File: config.mk
export PLATFORM = sky130hd
export DESIGN_NAME = forward_hazard_unit
export DESIGN_NICKNAME = d
export VERILOG_FILES = /design/src/rtl/forward_hazard_unit.sv
export SDC_FILE = /design/constraint.sdc
export NUM_CORES = 1
export LEC_CHECK = 0
export BUFFER_PORTS_ARGS = -buffer_cell sky130_fd_sc_hd__buf_2
export CAP_MARGIN = 15
export CORE_ASPECT_RATIO = 1.25
export CORE_MARGIN = 3
export CORE_UTILIZATION = 40
export CTS_BUF_LIST = sky130_fd_sc_hd__clkbuf_4 sky130_fd_sc_hd__clkbuf_8
export DETAILED_ROUTE_END_ITERATION = 7
export HOLD_SLACK_MARGIN = 0.06
export MAX_ROUTING_LAYER = met4
export PLACE_DENSITY = 0.61
export SLEW_MARGIN = 20
export SYNTH_ARGS = -nofsm -noshare
export SYNTH_HDL_FRONTEND = slang
export SYNTH_SLANG_ARGS = --single-unit
export TNS_END_PERCENT = 1
File: constraint.sdc
create_clock -name clk_i -period 2.3 [get_ports clk_i]
set_input_delay 0.23 -clock clk_i [delete_from_list [all_inputs] [get_ports clk_i]]
set_output_delay 0.23 -clock clk_i [all_outputs]
set_load 0.01 [all_outputs]
File: src/rtl/forward_hazard_unit.sv
// Forwarding and load-use hazard unit for a classic 5-stage pipeline.
// Shadows the register fields of the EX, MEM and WB stages, drives the
// EX operand mux selects and detects load-use stalls.
module forward_hazard_unit #(
  parameter int REG_AW = 5,
  parameter int CNT_W  = 16
) (
  input  logic              clk_i,
  input  logic              rst_i,
  input  logic              id_valid_i,
  input  logic [REG_AW-1:0] id_rs_i,
  input  logic [REG_AW-1:0] id_rt_i,
  input  logic              id_rt_used_i,
  input  logic [REG_AW-1:0] id_rd_i,
  input  logic              id_regwrite_i,
  input  logic              id_memread_i,
  input  logic              flush_i,
  output logic [1:0]        forward_a_o,
  output logic [1:0]        forward_b_o,
  output logic              stall_o,
  output logic [CNT_W-1:0]  stall_cnt_o
);

  localparam logic [1:0] SelIdEx  = 2'd0;
  localparam logic [1:0] SelExMem = 2'd1;
  localparam logic [1:0] SelMemWb = 2'd2;

  // EX stage record
  logic [REG_AW-1:0] ex_rs_q, ex_rt_q, ex_rd_q;
  logic              ex_regwrite_q, ex_memread_q;
  logic [REG_AW-1:0] ex_rs_d, ex_rt_d, ex_rd_d;
  logic              ex_regwrite_d, ex_memread_d;

  // MEM and WB stage records (a load in MEM or WB forwards like any other
  // write, so their memread flag is not needed here)
  logic [REG_AW-1:0] mem_rd_q, wb_rd_q;
  logic              mem_regwrite_q, wb_regwrite_q;

  logic [CNT_W-1:0]  stall_cnt_q;

  logic loadInEx, idReadsLoad;
  logic memHitA, wbHitA, memHitB, wbHitB;

  // Load-use detection: a load sitting in EX whose result the ID instruction needs
  always_comb begin
    loadInEx    = ex_memread_q && ex_regwrite_q && (ex_rd_q != '0);
    idReadsLoad = (ex_rd_q == id_rs_i) || (id_rt_used_i && (ex_rd_q == id_rt_i));
    stall_o     = loadInEx && id_valid_i && !flush_i && idReadsLoad;
  end

  // Forward selects; the younger MEM producer wins over WB, $0 never forwards
  always_comb begin
    memHitA = mem_regwrite_q && (mem_rd_q != '0) && (mem_rd_q == ex_rs_q);
    wbHitA  = wb_regwrite_q  && (wb_rd_q  != '0) && (wb_rd_q  == ex_rs_q);
    memHitB = mem_regwrite_q && (mem_rd_q != '0) && (mem_rd_q == ex_rt_q);
    wbHitB  = wb_regwrite_q  && (wb_rd_q  != '0) && (wb_rd_q  == ex_rt_q);
    forward_a_o = memHitA ? SelExMem : (wbHitA ? SelMemWb : SelIdEx);
    forward_b_o = memHitB ? SelExMem : (wbHitB ? SelMemWb : SelIdEx);
  end

  // Next EX record: a bubble whenever the ID instruction must not advance
  always_comb begin
    ex_rs_d       = '0;
    ex_rt_d       = '0;
    ex_rd_d       = '0;
    ex_regwrite_d = 1'b0;
    ex_memread_d  = 1'b0;
    if (id_valid_i && !flush_i && !stall_o) begin
      ex_rs_d       = id_rs_i;
      ex_rt_d       = id_rt_i;
      ex_rd_d       = id_rd_i;
      ex_regwrite_d = id_regwrite_i;
      ex_memread_d  = id_memread_i;
    end
  end

  // Advance the stage records one step down the pipeline each cycle
  always_ff @(posedge clk_i or negedge rst_i) begin
    if (!rst_i) begin
      ex_rs_q        <= '0;
      ex_rt_q        <= '0;
      ex_rd_q        <= '0;
      ex_regwrite_q  <= 1'b0;
      ex_memread_q   <= 1'b0;
      mem_rd_q       <= '0;
      mem_regwrite_q <= 1'b0;
      wb_rd_q        <= '0;
      wb_regwrite_q  <= 1'b0;
    end else begin
      wb_rd_q        <= mem_rd_q;
      wb_regwrite_q  <= mem_regwrite_q;
      mem_rd_q       <= ex_rd_q;
      mem_regwrite_q <= ex_regwrite_q;
      ex_rs_q        <= ex_rs_d;
      ex_rt_q        <= ex_rt_d;
      ex_rd_q        <= ex_rd_d;
      ex_regwrite_q  <= ex_regwrite_d;
      ex_memread_q   <= ex_memread_d;
    end
  end

  // Saturating count of stalled cycles
  always_ff @(posedge clk_i or negedge rst_i) begin
    if (!rst_i) begin
      stall_cnt_q <= '0;
    end else if (stall_o && (stall_cnt_q != '1)) begin
      stall_cnt_q <= stall_cnt_q + CNT_W'(1);
    end
  end

  assign stall_cnt_o = stall_cnt_q;

endmodule

---- After elaboration in Yosys (flattened, before gate mapping) ----
Index checks and enable logic that the tools add are counted.
storage, ports and cells
  bits of input ports ..................... 22
  flip-flop bits (word level) ............. 45
  logic and storage cells ................. 48
  output and inout port bits .............. 21
operators by class
  reduce and logical (&&, ||, !) cells .... 21
  eq/ne operators ......................... 7
  $add $sub $neg .......................... 1
  muxes and demuxes ....................... 9
operators with widths
  cell                                            number
  equality test 5 bit                             6
  adder 16 x 1 -> 16 bit (second input constant)  1
  != test 16 bit (second input constant)          1
  logical AND 1 bit                               15
  two-way mux 5 bit                               3
  nonzero test 5 bit                              3
  two-way mux 2 bit                               4
  zero test 1 bit                                 2
  two-way mux 1 bit                               2
  logical OR 1 bit                                1

---- Longest topological paths before layout ----
  word-level depth ........................ 8
  mapped depth ............................ 7
  mapped depth without buffers ............ 6

---- Worst setup path before layout ----
OpenSTA, ideal clock, no wires.
  path kind ............................... reg-to-reg
  from .................................... register stall_cnt_q[0] (netlist: stall_cnt_o[0])
  to ...................................... register stall_cnt_q[1] (netlist: stall_cnt_o[1])
  cell stages (with the launch flop) ...... 8
  data arrival time ....................... 1.692 ns
  required time ........................... 2.172 ns
  setup time .............................. 0.128 ns
  path buffers ............................ 1
  clock period less this slack ............ 1.820 ns
  slack ................................... 0.480 ns
  cell sequence ........................... dfrtp_1 -> ha_1 -> nand3_2 -> nor4_2 -> nand2b_1 -> buf_2 -> nand3_2 -> mux2_1
on the way
  cells in the longest elaborated chain, start to end .. 2
  elaborated cells between the ends (all ways) .. 3
  classes of those cells .................. add/sub (1); eq/ne (1); reduce/logical (1)
ends and longest elaborated chain
  item                                                                            RTL line  RTL
  start: declaration                                                              39        logic [CNT_W-1:0] stall_cnt_q;
  start signal: assignment                                                        107       stall_cnt_q <= stall_cnt_q + CNT_W'(1);
  parallel branches: the longest is 2 deep, another holds adder 16 x 1 -> 16 bit  --
Parallel ways; which one is timed is not known.
A chain may end at the register's enable or synchronous reset.

---- Worst setup path after layout ----
  from .................................... register mem_rd_q[1]
  to ...................................... output forward_b_o[1]
on the way
  cells in the longest elaborated chain, start to end .. 4
  elaborated cells between the ends (all ways) .. 5
  classes of those cells .................. eq/ne (1); mux (1); reduce/logical (3)
ends and longest elaborated chain
  item                      RTL line  RTL
  start: declaration        36        logic [REG_AW-1:0] mem_rd_q, wb_rd_q;
  start signal: assignment  92        mem_rd_q <= ex_rd_q;
  nonzero test 5 bit        55        memHitB = mem_regwrite_q && (mem_rd_q != '0) && (mem_rd_q == ex_rt_q);
  logical AND 1 bit         55
  logical AND 1 bit *       55
  two-way mux 2 bit *       58        forward_b_o = memHitB ? SelExMem : (wbHitB ? SelMemWb : SelIdEx);
  end: declaration          19        output logic [1:0] forward_b_o,
Mark *: on every way between the ends. The rest lies on a longest branch, timed or not.

==> impl_metrics.toml <==
[timing]
clock.fmax_mhz = 450
final_max_slew_viol_count = 0
worstMarginPinSlew_ns = 0.526
period_minus_slack_ns = 2.22
post-route-period-util = 0.965
clock_skew_ns = 0.00635
setup_viol = 0
final.setup.tns_ns = 0
rsz0062_at_grt = "no"
finalHoldViolations = 0
slew_headroom = 0.648

[global_routing]
overflow = 0
grt_pass1_wl_um = 7240
grt_pass1_vias = 1565
antenna_found_initial = 0
gr-usage-all-layers = 0.153
grt_start_max_net_pins = 25

[clocking]
h-tree-depth = 2
clkSlewWorstSetupHoldPaths_ns = 0.08
cts_sinks = 45
cts_tree = "built"
cts.path.max_buffers = 2
clockRootBuffer = "clkbuf_8"
cts-buffers-inserted = 5
clock_latency_ns = 0.30

[worst_setup_path]
path_max_fanout = 4
cpPeakStageDelay_ns = 0.58
critPathSlowestCell = "or4_4"
cp-start-kind = "register"
crit_arrival_ns = 1.99
critical_path_class = "register to primary output"
end_kind = "primary output"
crit_chain = "or4_4 -> o21ai_4 -> nor4_1 -> nor4_2 -> buf_2"
cp.buffers_inverters = 1
cp.required_ns = 2.07
cp_top_family = "simple AND/OR/NAND/NOR gates"

[yosys]
synth_top_area_cell = "dfrtp_1"
synth.net_count = 208
ys_types = 30
synthArstFlopShare = 1.00
synth-edff-count = 0
synth_area_sq_mm = 0.00215
yosys_most_used_dff = "dfrtp_1"
synth_area_per_cell_sq_um = 11.6
synth.area.top_cells = "dfrtp_1 (52%), xnor2_1 (13%), xor2_1 (5.7%)"
ys_seq_elements = 45
yosysMostFrequentCell = "dfrtp_1"
synth_commonest_cells = "dfrtp_1 (45), xnor2_1 (31), and2_1 (18)"
yosysSeqAreaShare = 0.524
yosysWarnings = 0
syn_inst = 185
synth_top_area_share = 0.524

[layout]
drive_gt1_frac = 0.295
fin_util = 0.494
area_delta_synth_final_pct = 18.4
n_antenna_cell = 0
nNetsFinal = 256
fillers = 487

[outcome]
status = "complete, no violations"

[route]
drtIter0Drc = 8
wl_um = 4210
wl_per_cell_um = 14.2
first_pass_iters = 4
antenna_left = 0
vias = 1462
drc = 0
viasPerCell = 4.94

[power]
p_leak_nw = 1.20
ir_worst_vdd_mv = 0.280
power.density_mw_per_mm2 = 569

[floorplan]
die_w_um = 71.6
die_area_sq_mm = 0.00629
core-area_sq_mm = 0.00515
die_h_um = 87.9
initial_core_util = 0.417
num_rows = 29
io_pins = 43

[min_path]
hold_path.class = "input pin to register"

[placed_design]
portBuffers = 42
dp_hpwl_um = 3280
place.gp.congestion = 0.744

[flow_run]
max-cap-violations = 0
-- worst reg2reg max path: stages (launching register included) --
cell and delay [ns]:
dfrtp_1 0.43, ha_1 0.24, nand3_2 0.16, nor4_1 0.08, nor3b_1 0.46, nand4_1 0.19, xnor2_1 0.17
-- final timing paths --
kind / to / startpoint / slack [ns] / cells after the start
worst max-delay path: forward_b_o[1] / mem_rd_q[1]$_DFF_PN0_ / 0.08 / 5
worst min-delay path: ex_regwrite_q$_DFF_PN0_ / id_regwrite_i / 0.13 / 2
worst max register to register: stall_cnt_o[9]$_DFFE_PN0P_ / stall_cnt_o[0]$_DFFE_PN0P_ / 0.47 / 6
worst min register to register: mem_regwrite_q$_DFF_PN0_ / ex_regwrite_q$_DFF_PN0_ / 0.40 / 0
max in group asynchronous: wb_rd_q[2]$_DFF_PN0_ / rst_i / 1.29 / 3
min in group asynchronous: stall_cnt_o[8]$_DFFE_PN0P_ / rst_i / 0.43 / 2
-- registers in the layout, summed over array words and instances (netlist names) --
| register | cells |
|---|---|
| ex_memread_q | 1 |
| ex_rd_q | 5 |
| ex_regwrite_q | 1 |
| ex_rs_q | 5 |
| ex_rt_q | 5 |
| mem_rd_q | 5 |
| mem_regwrite_q | 1 |
| stall_cnt_o | 16 |
| wb_rd_q | 5 |
| wb_regwrite_q | 1 |
-- cell families after synthesis --
kind of cell	synth area share
flip-flops	0.524
adder cells (fa/ha/maj)	0.00582
buffers and inverters	0.0268
AO/OA/AOI/OAI	0.0221
multiplexers	0.00524
AND/OR/NAND/NOR	0.232
XOR/XNOR	0.183
-- what timing repair did --
item                                    4_1_cts  5_1_grt
buffers inserted                              0        0
hold buffers                                  1        0
endpoints found under the hold margin        22        0
gates resized for setup                       0        4
endpoints found under the setup margin        0        2
-- power breakdown --
part,switching (mW),total [mW],internal [mW]
logic,0.0610,0.119,0.0577
clock network,0.281,0.497,0.216
registers,0.0214,0.831,0.810
total,0.363,1.45,1.08
-- layout by cell type (no fill, tap or decap), types with 3 or more instances in the layout --
cell type / netlist / layout
and2_1: 18 / 18
and3_1: 3 / 3
buf_2: 2 / 42
buf_4: 3 / 4
clkbuf_8: 0 / 5
dfrtp_1: 45 / 45
nand2_1: 9 / 9
nand3_1: 13 / 13
nand3_2: 3 / 3
nand4_1: 7 / 7
nor2_1: 5 / 5
nor4_1: 4 / 3
nor4_2: 5 / 6
or4_1: 4 / 3
xnor2_1: 31 / 31
xor2_1: 14 / 14
-- cell type report --
type / instances / area (sq um) / share of cell area
multi-input combinational: 131 / 986 / 0.388
sequential: 45 / 1130 / 0.443
timing repair buffer: 47 / 250 / 0.0984
clock buffer: 5 / 68.8 / 0.0271
tap: 62 / 77.6 / 0.0305
inverter: 3 / 13.8 / 0.00541
clock inverter: 3 / 21.3 / 0.00836
-- metrics by stage --
stage          hold WS (ns)  power [mW]  std cells  area (sq um)  worst slack (ns)
2_1_floorplan       -0.0656       0.906        185          2150             0.480
3_3_place_gp          0.234       0.961        287          2420             0.454
3_5_place_dp          0.239       0.962        287          2420             0.400
4_1_cts               0.120        1.46        296          2520            0.0625
5_1_grt               0.131        1.51        296          2540           0.00587
6_report              0.128        1.45        296          2540            0.0795
-- per-layer routing --
metal | part of all wire | GRT usage
met1 | 0.44 | 0.190
met2 | 0.50 | 0.239
met3 | 0.031 | 0.0310
met4 | 0.031 | 0.0735
met5 | 0 | -
(Power assumes the default switching activity.)
